### src/rtl/if_stage.sv
`default_nettype none
// ============================================================================
//  Module      : if_stage
//  Description : Instruction-fetch stage. Holds the fetch PC, selects the next
//                PC from branch / jump redirects, hazard hold or sequential
//                PC+4, and drives the IF/ID pipeline register with bubble,
//                hold and load behaviour. Two saturating performance counters
//                record hold cycles and flush cycles.
//  Revision    : 1.0 - initial release
// ============================================================================
module if_stage #(
    parameter logic [31:0] RESET_PC = 32'h0000_0000,
    parameter int          CNT_W    = 16
) (
    input  logic             clk,
    input  logic             rst_n,
    input  logic             PCWrite,
    input  logic             WriteIFID,
    input  logic             flushifid,
    input  logic             branch_taken,
    input  logic [31:0]      branch_target,
    input  logic [2:0]       JumpInstC,
    input  logic [31:0]      jump_target,
    output logic [31:0]      imem_addr,
    input  logic [31:0]      imem_rdata,
    output logic [31:0]      pc_if,
    output logic [31:0]      instr_id,
    output logic [31:0]      pcplus4_id,
    output logic             valid_id,
    output logic [CNT_W-1:0] stall_count,
    output logic [CNT_W-1:0] flush_count
);

    localparam logic [CNT_W-1:0] c_cnt_one = {{(CNT_W-1){1'b0}}, 1'b1};
    localparam logic [CNT_W-1:0] c_cnt_max = {CNT_W{1'b1}};

    typedef enum logic [1:0] {
        ST_BOOT = 2'd0,
        ST_RUN  = 2'd1,
        ST_HOLD = 2'd2
    } state_t;

    state_t            r_state;
    state_t            w_state_nxt;

    logic [31:0]       r_pc;
    logic [31:0]       r_instr;
    logic [31:0]       r_pcplus4;
    logic              r_valid;
    logic [CNT_W-1:0]  r_stall_cnt;
    logic [CNT_W-1:0]  r_flush_cnt;

    logic              w_is_jump;
    logic              w_redirect;
    logic              w_hold_req;
    logic [31:0]       w_pc_plus4;
    logic [31:0]       w_branch_tgt;
    logic [31:0]       w_jump_tgt;
    logic [31:0]       w_pc_nxt;
    logic              w_ifid_bubble;
    logic              w_ifid_load;
    logic              w_stall_inc;
    logic              w_flush_inc;

    // Redirect decode and address arithmetic; targets are word-aligned here
    // so the PC can never hold a misaligned fetch address.
    always_comb begin
        w_is_jump    = (JumpInstC == 3'd1) || (JumpInstC == 3'd2);
        w_redirect   = branch_taken || w_is_jump;
        w_hold_req   = PCWrite && !w_redirect;
        w_pc_plus4   = r_pc + 32'd4;
        w_branch_tgt = {branch_target[31:2], 2'b00};
        w_jump_tgt   = {jump_target[31:2], 2'b00};
        w_flush_inc  = flushifid || branch_taken;
    end

    // Next-state, next-PC and IF/ID control for the BOOT/RUN/HOLD machine.
    always_comb begin
        w_state_nxt   = r_state;
        w_pc_nxt      = r_pc;
        w_ifid_bubble = 1'b0;
        w_ifid_load   = 1'b0;
        w_stall_inc   = 1'b0;

        case (r_state)
            ST_BOOT: begin
                // First cycle out of reset: PC parked, IF/ID gets a bubble.
                w_state_nxt   = ST_RUN;
                w_pc_nxt      = RESET_PC;
                w_ifid_bubble = 1'b1;
            end
            ST_RUN, ST_HOLD: begin
                if (w_hold_req) begin
                    w_state_nxt = ST_HOLD;
                end else begin
                    w_state_nxt = ST_RUN;
                end
                w_stall_inc = w_hold_req;

                // A redirect always wins over a hold request.
                if (branch_taken) begin
                    w_pc_nxt = w_branch_tgt;
                end else if (w_is_jump) begin
                    w_pc_nxt = w_jump_tgt;
                end else if (PCWrite) begin
                    w_pc_nxt = r_pc;
                end else begin
                    w_pc_nxt = w_pc_plus4;
                end

                // A taken branch squashes the wrong-path fetch in IF/ID.
                if (flushifid || branch_taken) begin
                    w_ifid_bubble = 1'b1;
                end else if (!WriteIFID) begin
                    w_ifid_load = 1'b1;
                end
            end
            default: begin
                w_state_nxt   = ST_BOOT;
                w_pc_nxt      = RESET_PC;
                w_ifid_bubble = 1'b1;
            end
        endcase
    end

    // State register.
    always_ff @(posedge clk or negedge rst_n) begin
        if (!rst_n) begin
            r_state <= ST_BOOT;
        end else begin
            r_state <= w_state_nxt;
        end
    end

    // Program counter.
    always_ff @(posedge clk or negedge rst_n) begin
        if (!rst_n) begin
            r_pc <= RESET_PC;
        end else begin
            r_pc <= w_pc_nxt;
        end
    end

    // IF/ID pipeline register: bubble, hold, or capture the current fetch.
    always_ff @(posedge clk or negedge rst_n) begin
        if (!rst_n) begin
            r_instr   <= 32'h0;
            r_pcplus4 <= 32'h0;
            r_valid   <= 1'b0;
        end else if (w_ifid_bubble) begin
            r_instr   <= 32'h0;
            r_pcplus4 <= 32'h0;
            r_valid   <= 1'b0;
        end else if (w_ifid_load) begin
            r_instr   <= imem_rdata;
            r_pcplus4 <= w_pc_plus4;
            r_valid   <= 1'b1;
        end
    end

    // Saturating count of cycles the PC was held by a hazard.
    always_ff @(posedge clk or negedge rst_n) begin
        if (!rst_n) begin
            r_stall_cnt <= '0;
        end else if (w_stall_inc && (r_stall_cnt != c_cnt_max)) begin
            r_stall_cnt <= r_stall_cnt + c_cnt_one;
        end
    end

    // Saturating count of cycles in which IF/ID was flushed.
    always_ff @(posedge clk or negedge rst_n) begin
        if (!rst_n) begin
            r_flush_cnt <= '0;
        end else if (w_flush_inc && (r_flush_cnt != c_cnt_max)) begin
            r_flush_cnt <= r_flush_cnt + c_cnt_one;
        end
    end

    // Output mapping; the memory address is the fetch PC itself.
    always_comb begin
        pc_if       = r_pc;
        imem_addr   = r_pc;
        instr_id    = r_instr;
        pcplus4_id  = r_pcplus4;
        valid_id    = r_valid;
        stall_count = r_stall_cnt;
        flush_count = r_flush_cnt;
    end

endmodule
`default_nettype wire
### config.mk
export PLATFORM = sky130hd
export DESIGN_NAME = if_stage
export DESIGN_NICKNAME = d
export VERILOG_FILES = /design/src/rtl/if_stage.sv
export SDC_FILE = /design/constraint.sdc
export NUM_CORES = 1
export LEC_CHECK = 0
export BUFFER_PORTS_ARGS = -buffer_cell sky130_fd_sc_hd__buf_4
export CAP_MARGIN = 5
export CORE_MARGIN = 5
export CORE_UTILIZATION = 50
export DETAILED_ROUTE_END_ITERATION = 7
export PLACE_DENSITY = 0.81
export SYNTH_ARGS = -nofsm -noshare
export SYNTH_HDL_FRONTEND = slang
export SYNTH_SLANG_ARGS = --single-unit
### constraint.sdc
create_clock -name clk -period 2.41 [get_ports clk]
set_clock_uncertainty 0.05 [all_clocks]
set_input_delay 0.482 -clock clk [delete_from_list [all_inputs] [get_ports clk]]
set_output_delay 0.482 -clock clk [all_outputs]
set_load 0.02 [all_outputs]
==> run metrics <==
Pwr Density 966.9 nW/um^2; WL per Instance 18.80 um; die width around 130 um; worst path cell trace inv_1, ha_1, and2_1, a221o_1, o221ai_1, o21ai_0, a211o_1; final setup TNS 0 ns; CTS clock-pin slew for the worst setup and hold paths about 0.060 ns; Reg2Reg Depth 7; n_diodes 0; fill count 1078; fin nets around 1100; fin crit share roughly 96%; io pins approximately 270; post-synthesis cell count approximately 700; nature of the critical path startpoint flop; top cells by instance count after synthesis dfrtp_1, nor2_1, mux2i_1, nand2_1, xnor2_1; Final Setup Violations 0; Layout area overhead 39.27%; num rows 43; most used flip-flop cell after synthesis dfrtp_1; clock sinks between 100 and 150; area leader, netlist dfrtp_1; Reg2Reg Capture Point imem_addr[30]$_DFFE_PN0P_; slack of the critical path around 0.11 ns; max-cap violation count 0; CP Capture Point imem_addr[30]$_DFFE_PN0P_; vias in the first global route 6341; Req. time, crit path around 2.7 ns; CTS H-Tree Depth 4; Max stage delay on crit path about 0.45 ns; via count approximately 6600; share of cells above drive strength 1 approximately a third; CTS Hold Bufs 0; Crit Path Class flop to flop; Ys Warns 0; first-pass GRT wire length 33600 um; Post-Syn Area just under 7000 sq um; Port Buffers approximately 260; Root Driver clkbuf_16; Post-CTS Setup Bufs 0; Worst-Skew Late Latency ~0.42 ns; status finished clean; slew at the pin closest to its max-slew limit around 0.62 ns; Post-Place Worst Slack 0.1380 ns; hpwl dp between 15000 and 20000 um; gr usage total 26.21%; unrepaired setup endpoints after global routing false; Peak Freq ~0.43 GHz; mean post-synth cell area between 9 and 10 sq um; CTS tree yes; CP max-delay cell a221o_1; Area contributors post-synth dfrtp_1, mux2i_1, xnor2_1; Hold Crit Class input port to asynchronous set/reset pin; ys async rst share 100.0%; clock buffer count from CTS 17; CP max FO 10; maximum VDD drop 778.9 uV; DRT Pass-1 Iters 5; # DRC 0; # resized after CTS 0; 1st-iter DRT viols 465; crit path buf inv count 1; Yosys reg bits between 100 and 150; Die H about 130 um; final slew viol count 0; P_leak 4.772 nW; Worst path top cell family by delay compound AO/OA/AOI/OAI gates; Arr. time, crit path 2.55 ns; post-synthesis sequential area ratio roughly 46%; minimum clock period around 2.3 ns; count of cell types in the netlist between 60 and 70; pin count of the biggest net entering global routing between 40 and 50; final hold violation count 0; worst setup path start r_state[0]$_DFF_PN0_; initial antenna violation count 0; top-count cell post-synth dfrtp_1; Clock Tree Buf Depth 2; Slew HR between 50% and 60%; Detail Route Antenna Nets 0; Die Area ~16000 sq um; Overflow after GRT 0; Crit path depth 7; Total Wirelength 21770 um; register-to-register setup slack 0.11 ns; Setup crit end kind flop; vias per cell ~5.7; Starting Density about half; top-area cell type share of the netlist area a little under half; worst r2r src r_state[0]$_DFF_PN0_; EDFF count, synth 0; CORE AREA 13720 sq um; routability cong. 0.8736
[flip-flops by register name, summed over array words and instances, names as in the netlist]
register / count
r_state: 2
pcplus4_id: 30
instr_id: 32
flush_count: 16
valid_id: 1
stall_count: 16
imem_addr: 30
[final cells by class]
cell class,count,area (sq um),share of cell area [%]
multi-input combinational,506,3248,33.78
sequential,127,3178,33.05
timing repair buffer,294,2270,23.60
clock buffer,20,466.7,4.854
tap,180,225.2,2.342
clock inverter,12,156.4,1.627
inverter,19,71.32,0.7417
[through the flow]
stage,hold slack (ns),power (mW),std cells,area [sq um],utilization [%]
floorplan,0.1364,5.150,726,6923,-
global placement,0.4167,6.532,1126,8992,65.54
detailed placement,0.4436,6.614,1126,8992,65.54
CTS,0.04122,9.321,1158,9615,70.09
global route,0.07267,9.720,1158,9615,70.09
finish,0.02671,9.297,1158,9615,70.09
[power breakdown]
| group | leakage (nW) | switching [mW] | internal [mW] |
|---|---|---|---|
| logic | 2.77 | 2.00 | 1.53 |
| registers | 1.70 | 0.563 | 2.51 |
| clock network | 0.307 | 0.972 | 1.72 |
[routing by layer]
layer  share of wire [%]  wire (um)  up-vias  global-route usage [%]
li1                    -          -     3023                       -
met1                  40       8766     3102                   34.37
met2                  48      10390      380                   42.30
met3                 9.7       2121       45                   6.187
met4                 2.2        488        0                   9.968
met5                   0          0        -                       0
[cell families after synthesis]
| kind of cell | after synthesis | synth area share (%) |
|---|---|---|
| AOI/OAI and AO/OA | 142 | 13.68 |
| xor gates and xnor gates | 61 | 7.738 |
| adders and majority gates | 5 | 0.9061 |
| buffers and inverters | 93 | 7.231 |
| DFF | 127 | 46.03 |
| muxes | 47 | 6.850 |
| other | 1 | 0.05432 |
| and+or+nand+nor | 245 | 17.51 |
[worst min path at each step]
stage | to | from
floorplan | flush_count[0]$_DFFE_PN0P_ | rst_n
global placement | valid_id$_DFFE_PN0P_ | valid_id$_DFFE_PN0P_
detailed placement | stall_count[15]$_DFFE_PN0P_ | stall_count[15]$_DFFE_PN0P_
CTS | flush_count[4]$_DFFE_PN0P_ | rst_n
global route | flush_count[4]$_DFFE_PN0P_ | rst_n
finish | flush_count[5]$_DFFE_PN0P_ | rst_n
[placed cells by master, fill, tap and decap left out, types with 4 or more instances in the layout]
cell type,instances
buf_4,289
dfrtp_1,127
nor2_1,78
mux2i_1,45
nand2_1,44
xnor2_1,42
o21ai_0,41
a21oi_1,30
nand3_1,28
nand4_1,21
xor2_1,19
nor3_1,18
inv_1,17
clkbuf_16,17
and3_1,15
nand2b_1,8
a31oi_1,7
o211ai_1,6
nor4_1,6
and4_1,6
a22o_1,6
conb_1,6
and2_1,5
o31ai_1,5
a211oi_1,5
ha_1,5
buf_12,5
a32oi_1,4
o22ai_1,4
No activity file was read; power rests on OpenSTA's default activity.
